<file path="config.mk">
export PLATFORM = sky130hd
export DESIGN_NAME = control_mux_skew
export DESIGN_NICKNAME = d
export VERILOG_FILES = /design/src/rtl/mux_ctrl_pkg.sv /design/src/rtl/control_mux_skew.sv
export SDC_FILE = /design/constraint.sdc
export NUM_CORES = 1
export LEC_CHECK = 0
export CORE_MARGIN = 10
export CORE_UTILIZATION = 25
export CTS_BUF_LIST = sky130_fd_sc_hd__clkbuf_2 sky130_fd_sc_hd__clkbuf_4 sky130_fd_sc_hd__clkbuf_8
export DETAILED_ROUTE_END_ITERATION = 16
export GPL_ROUTABILITY_DRIVEN = 0
export SYNTH_ARGS = -nofsm -noshare
export SYNTH_HDL_FRONTEND = slang
export SYNTH_SLANG_ARGS = --single-unit
</file>
<file path="constraint.sdc">
create_clock -name clock -period 4.16 [get_ports clock]
set_input_delay 0.416 -clock clock [delete_from_list [all_inputs] [get_ports clock]]
set_output_delay 0.416 -clock clock [all_outputs]
set_load 0.02 [all_outputs]
</file>
<file path="src/rtl/mux_ctrl_pkg.sv">
// Shared types and constants for the skewed mux-reset sequencer.
package mux_ctrl_pkg;

  typedef enum logic {IDLE, RUN} state_e;

  function automatic int seq_len(input int n_ch, input int stride, input int block_len);
    return (n_ch - 1) * stride + block_len;
  endfunction

endpackage

</file>
<file path="src/rtl/control_mux_skew.sv">
// Staggered release of per-channel mux resets so operand rows enter the PE array
// diagonally; optional reverse order, stall and back-to-back repeat.
module control_mux_skew
  import mux_ctrl_pkg::*;
#(
  parameter int N_CH      = 4,
  parameter int STRIDE    = 1,
  parameter int BLOCK_LEN = 4
) (
  input  logic            clock,
  input  logic            reset,
  input  logic            start,
  input  logic            dir,
  input  logic            cont,
  input  logic            hold,
  output logic [N_CH-1:0] mux_reset,
  output logic            busy,
  output logic            done
);

  localparam int SEQ_LEN = seq_len(N_CH, STRIDE, BLOCK_LEN);
  localparam int CNT_W   = (SEQ_LEN > 2) ? $clog2(SEQ_LEN) : 1;
  localparam logic [CNT_W-1:0] LAST = CNT_W'(SEQ_LEN - 1);

  state_e            state_q, state_d;
  logic [CNT_W-1:0]  cnt_q, cnt_d;
  logic              dir_q, dir_d;
  logic [N_CH-1:0]   mux_reset_q, mux_reset_d;
  logic              busy_q;
  logic              last_w;

  assign last_w = (state_q == RUN) && (cnt_q == LAST);

  always_comb begin
    state_d = state_q;
    cnt_d   = cnt_q;
    dir_d   = dir_q;
    unique case (state_q)
      IDLE: if (start) begin
        state_d = RUN;
        cnt_d   = '0;
        dir_d   = dir;
      end
      RUN: if (!hold) begin
        if (cnt_q == LAST) begin
          cnt_d = '0;
          if (cont) dir_d = dir;
          else      state_d = IDLE;
        end else begin
          cnt_d = cnt_q + 1'b1;
        end
      end
      default: state_d = IDLE;
    endcase
  end

  // Windows are built from next-state cnt/dir so the registered lines track cnt_q.
  for (genvar i = 0; i < N_CH; i++) begin : g_ch
    localparam int KF = i;
    localparam int KR = N_CH - 1 - i;
    localparam logic [CNT_W:0] LO_F = (CNT_W+1)'(KF * STRIDE);
    localparam logic [CNT_W:0] HI_F = (CNT_W+1)'(KF * STRIDE + BLOCK_LEN);
    localparam logic [CNT_W:0] LO_R = (CNT_W+1)'(KR * STRIDE);
    localparam logic [CNT_W:0] HI_R = (CNT_W+1)'(KR * STRIDE + BLOCK_LEN);
    logic [CNT_W:0] c, lo, hi;
    assign c  = {1'b0, cnt_d};
    assign lo = dir_d ? LO_R : LO_F;
    assign hi = dir_d ? HI_R : HI_F;
    assign mux_reset_d[i] = !((state_d == RUN) && (c >= lo) && (c < hi));
  end

  always_ff @(posedge clock or negedge reset) begin
    if (!reset) begin
      state_q     <= IDLE;
      cnt_q       <= '0;
      dir_q       <= 1'b0;
      mux_reset_q <= '1;
      busy_q      <= 1'b0;
    end else begin
      state_q     <= state_d;
      cnt_q       <= cnt_d;
      dir_q       <= dir_d;
      mux_reset_q <= mux_reset_d;
      busy_q      <= (state_d == RUN);
    end
  end

  assign mux_reset = mux_reset_q;
  assign busy      = busy_q;
  assign done      = last_w && !hold;

endmodule

</file>
### Word level (Yosys, flattened, before mapping)

Index checks and enable logic that the tools add are counted.

| word-level totals | value |
|---|---|
| flip-flop bits (word level) | 9 |
| input port bits | 6 |

| cells by class | value |
|---|---|
| add/sub/neg operators | 1 |
| $lt $le $gt $ge | 8 |
| equality and inequality tests | 1 |
| mux-type cells | 22 |
| bitwise operators | 1 |
| reductions and logical operators | 15 |

Operators by type and width:

| operator | count |
|---|---|
| 2-bit 2-to-1 mux | 8 |
| 3-bit by 2-bit greater-or-equal comparator with 1-bit output | 4 |
| 3-bit less-than comparator | 4 |
| 1-bit logical AND | 10 |
| 3-bit 2-to-1 mux | 3 |
| 1-bit 2-to-1 mux | 8 |
| 3-bit case mux with 2 select lines | 1 |
| 1-bit logical NOT | 5 |
| 1-bit case mux with 2 select lines | 2 |
| 3-bit by 1-bit adder with 3-bit output, second input constant | 1 |
| 3-bit equality test, second input constant | 1 |
| 1-bit NOT | 1 |

### Depth between registers and ports, before layout

| depth | value |
|---|---|
| depth in word-level cells | 9 |
| gate-level depth with buffers | 8 |
| mapped depth without buffers | 8 |

### Worst setup path after synthesis

Ideal clock, no wire load.

| timing | value |
|---|---|
| path type | register to register |
| start | reg busy (netlist name) |
| end | reg mux_reset_q[0], in the netlist mux_reset[0] |
| library setup time | 98 ps |
| arrival | 2096 ps |
| path slack | 1965 ps |
| cell stages (with the launch flop) | 8 |
| buffers on the path | 0 |
| cells stage by stage | dfrtp_1 -> and4_1 -> a21oi_1 -> mux2_2 -> ha_1 -> nor2b_1 -> nor2_1 -> o311ai_1 |

RTL lines:

| what | RTL line | text |
|---|---|---|
| to (signal assigned) | control_mux_skew.sv:83 | `mux_reset_q <= mux_reset_d;` |
| to (decl) | control_mux_skew.sv:28 | `logic [N_CH-1:0] mux_reset_q, mux_reset_d;` |

### Final worst setup path

| timing | value |
|---|---|
| start | in hold |
| end | reg mux_reset_q[2], in the netlist mux_reset[2] |

| between the ends | value |
|---|---|
| word-level cells in the longest chain between the ends | 7 |
| elaborated cells on any way between the ends | 13 |
| classes of those cells | order compare: 2; mux: 8; reduce/logical: 3 |

Ends and longest elaborated chain:

| what | RTL line | text |
|---|---|---|
| from (decl) | control_mux_skew.sv:15 | `input logic hold,` |
| 1-bit 2-to-1 mux * | control_mux_skew.sv:44 | `RUN: if (!hold) begin` |
| 1-bit case mux with 2 select lines * | control_mux_skew.sv:38 | `unique case (state_q)` |
| net dir_d | control_mux_skew.sv:27 | `logic dir_q, dir_d;` |
| 2-bit 2-to-1 mux | control_mux_skew.sv:67, control_mux_skew.sv:68 |  |
| 3-bit by 2-bit greater-or-equal comparator with 1-bit output | control_mux_skew.sv:69 | `assign mux_reset_d[i] = !((state_d == RUN) && (c >= lo) && (c < hi));` |
| 1-bit logical AND | control_mux_skew.sv:69 |  |
| 1-bit logical AND * | control_mux_skew.sv:69 |  |
| 1-bit logical NOT * | control_mux_skew.sv:69 |  |
| net mux_reset_d[2] | control_mux_skew.sv:28 |  |

The timed path passes the listed nets; every way through them passes the cells marked *.

==> results.sh <==
export IMPL_min_path_type="input pin to async pin"
export IMPL_cts_buffer_depth=2
export IMPL_ctsRootBufferMaster="clkbuf_4"
export IMPL_post_route_min_period_ns=2.601
export IMPL_cts_hold_buffers=0
export IMPL_grt_total_usage=0.07014
export IMPL_pin_count=12
export IMPL_die_x_um=68.30
export IMPL_synthDistinctLibCells=25
export IMPL_postCtsSetupBuffers=0
export IMPL_core_um2=2212
export IMPL_comb_power_share=0.604
export IMPL_final_seq_area_um2=230.2
export IMPL_ir_drop_mv=0.2877
export IMPL_p_clk_frac=0.116
export IMPL_hold_viol_final=0
export IMPL_synth_nets=70
export IMPL_yosysWarnings=0
export IMPL_crit_end="mux_reset[2]"
export IMPL_skew_ns=0.0002868
export IMPL_vias=472
export IMPL_cts_resized=0
export IMPL_die_area_um2=4664
export IMPL_port_buffer_count=11
export IMPL_rows=17
export IMPL_cts_tree="done"
export IMPL_start_util=0.2636
export IMPL_r2r_end="mux_reset[2]"
export IMPL_yosys_register_bits=9
export IMPL_cap_violations=0
export IMPL_drive_gt1_frac=0.1644
export IMPL_diodes=0
export IMPL_status="complete, no violations"
export IMPL_slew_headroom=0.6062
export IMPL_syn_area_um2=583.1
export IMPL_max_freq_mhz=384.5
export IMPL_cp_arrival_ns=2.76
export IMPL_overflow=0
export IMPL_avgSynthCellArea_um2=9.882
export IMPL_rsz0062_at_grt="false"
export IMPL_clk_pin_slew_ns=0.06
export IMPL_switchingPower_uw=271.3
export IMPL_post_route_period_util=0.6252
export IMPL_intPower_uw=374.3
export IMPL_path_class="input pin to flop"
export IMPL_hpwl_mm=1.105
export IMPL_fillers=230
export IMPL_setup_viol=0
export IMPL_cp_data_required_time_ns=4.32
export IMPL_end_kind="flop"
export IMPL_drt_total_wl_mm=1.389
export IMPL_grt_pass1_wl_mm=2.442
export IMPL_ant_nets=0
export IMPL_h_tree_depth=1
export IMPL_nets=85
export IMPL_multiInputGateArea_um2=334.1
export IMPL_clk_latency_ns=0.26
export IMPL_place_ws_ns=1.307
export IMPL_cp_max_fo=6
export IMPL_leakage_nw=0.3109
export IMPL_swShare=0.4202
export IMPL_drv_slew=0
export IMPL_fin_setup_tns_ns=0
export IMPL_crit_start="hold"
export IMPL_dr_pass1_iters=4
export IMPL_numCtsBuffers=3
export IMPL_drt_first_iter_violations=30
export IMPL_syn_to_final_growth_pct=28.11
export IMPL_grt_max_degree=10
export IMPL_tightest_slew_ns=0.5862
export IMPL_reg2regPathDepth=8
export IMPL_r2r_start="cnt_q[0]"
export IMPL_synthesis_instances=59
export IMPL_power_density_nw_per_um2=864.3
export IMPL_p_seq_frac=0.281
export IMPL_synth_yosys_seq_area_share=0.3948
export IMPL_drc=0
export IMPL_setup_slack_ns=1.559
export IMPL_wl_per_cell_um=13.75
export IMPL_die_h_um=68.30
export IMPL_antenna_found_initial=0
export IMPL_clock_sinks=9
export IMPL_viasPerCell=4.673
export IMPL_r2r_slack_ns=1.82
export IMPL_grt_pass1_vias=539
export IMPL_worstSetupStartpointType="input pin"
==> worst max-delay path: stages <==
cell and delay [ns]:
clkdlybuf4s50_1 0.56, nor2_1 0.07, and4_1 0.24, a21oi_1 0.24, mux2_2 0.40, ha_1 0.32
nor2b_1 0.20, nor2_1 0.06, o311ai_1 0.27
==> routing by layer <==
layer,vias up,wire [µm],global-route usage
met3,3,99,0.03589
met4,0,14,0.03015
met2,12,647,0.1163
met1,208,627,0.07328
li1,249,-,-
met5,-,0,0
==> flip-flops by register name, indices dropped and copies added, names as in the netlist <==
| signal | flops |
|---|---|
| mux_reset | 4 |
| busy | 1 |
| cnt_q | 3 |
| dir_q | 1 |
==> power groups by stage <==
| stage | combinational, mW | clock (mW) | sequential, mW |
|---|---|---|---|
| floorplan | 0.269 | 0 | 0.204 |
| global placement | 0.382 | 0 | 0.180 |
| detailed placement | 0.386 | 0 | 0.183 |
| CTS | 0.393 | 0.0759 | 0.181 |
| global route | 0.437 | 0.0835 | 0.190 |
| finish | 0.390 | 0.0746 | 0.181 |
==> how the worst min path moves through the flow <==
| stage | startpoint | endpoint | slack [ns] | cells past startpoint |
|---|---|---|---|---|
| floorplan | reset | busy | 0.12 | 0 |
| global placement | dir_q | dir_q | 0.52 | 1 |
| detailed placement | dir_q | dir_q | 0.54 | 1 |
| CTS | reset | busy | 0.46 | 1 |
| global route | reset | busy | 0.48 | 1 |
| finish | reset | cnt_q[2] | 0.45 | 1 |
==> logic make-up (layout without fill, tap and decap cells) <==
family	Yosys count	in the layout	share of synthesized area
AND/OR/NAND/NOR	20	20	0.1824
AO/OA/AOI/OAI	19	19	0.2275
flip-flops	9	9	0.3948
adder cells (fa/ha/maj)	5	5	0.1073
multiplexers	3	3	0.05579
buffers and inverters	3	17	0.03219
==> Yosys cell counts <==
master,instances,area [µm²]
a21oi_1,5,25.02
nor2b_1,1,6.260
a211oi_1,1,7.510
dfstp_2,4,105.1
a22o_4,1,17.52
dfrtp_1,5,125.1
mux2i_1,1,10.01
o21a_1,1,7.510
buf_6,1,11.26
and4_1,1,8.760
nand2b_1,3,18.77
mux2_2,2,22.52
ha_1,5,62.56
o22ai_1,4,25.02
o311ai_1,4,35.03
nor3b_1,1,7.510
nor2_1,8,30.03
o21ai_0,3,15.01
or2_1,1,6.260
nor2_2,1,6.260
and2b_1,1,7.510
nor3_1,1,5.000
nand2_1,1,3.750
and2_1,1,6.260
inv_1,2,7.510
==> per-stage QoR <==
stage                     hold slack [ns]  area (µm²)  power [mW]    util  std cells
after floorplan                    0.1204       583.1      0.4729       -         59
after global placement             0.5247       716.9      0.5624  0.3241         97
after detailed placement           0.5409       716.9      0.5686  0.3241         97
after CTS                          0.4567       747.0      0.6509  0.3377        101
after global routing               0.4766       747.0      0.7102  0.3377        101
final                              0.4518       747.0      0.6456  0.3377        101
==> layout make-up <==
class	count	share of cell area
multi-input cells	47	0.4472
flip-flops and latches	9	0.3082
repair buffers	11	0.1474
well taps	28	0.04690
clock buffers	4	0.04020
inverters	2	0.01005
==> cells in the final DEF, fill, tap and decap left out, types with 2 or more instances in the layout <==
master           count
clkbuf_4             4
nand2b_1             3
a21oi_1              5
mux2_2               2
o21ai_0              3
dfrtp_1              5
inv_1                2
ha_1                 5
nor2_1               8
o22ai_1              4
o311ai_1             4
clkdlybuf4s50_1     11
dfstp_2              4
Power figures use the tool's default switching activity.
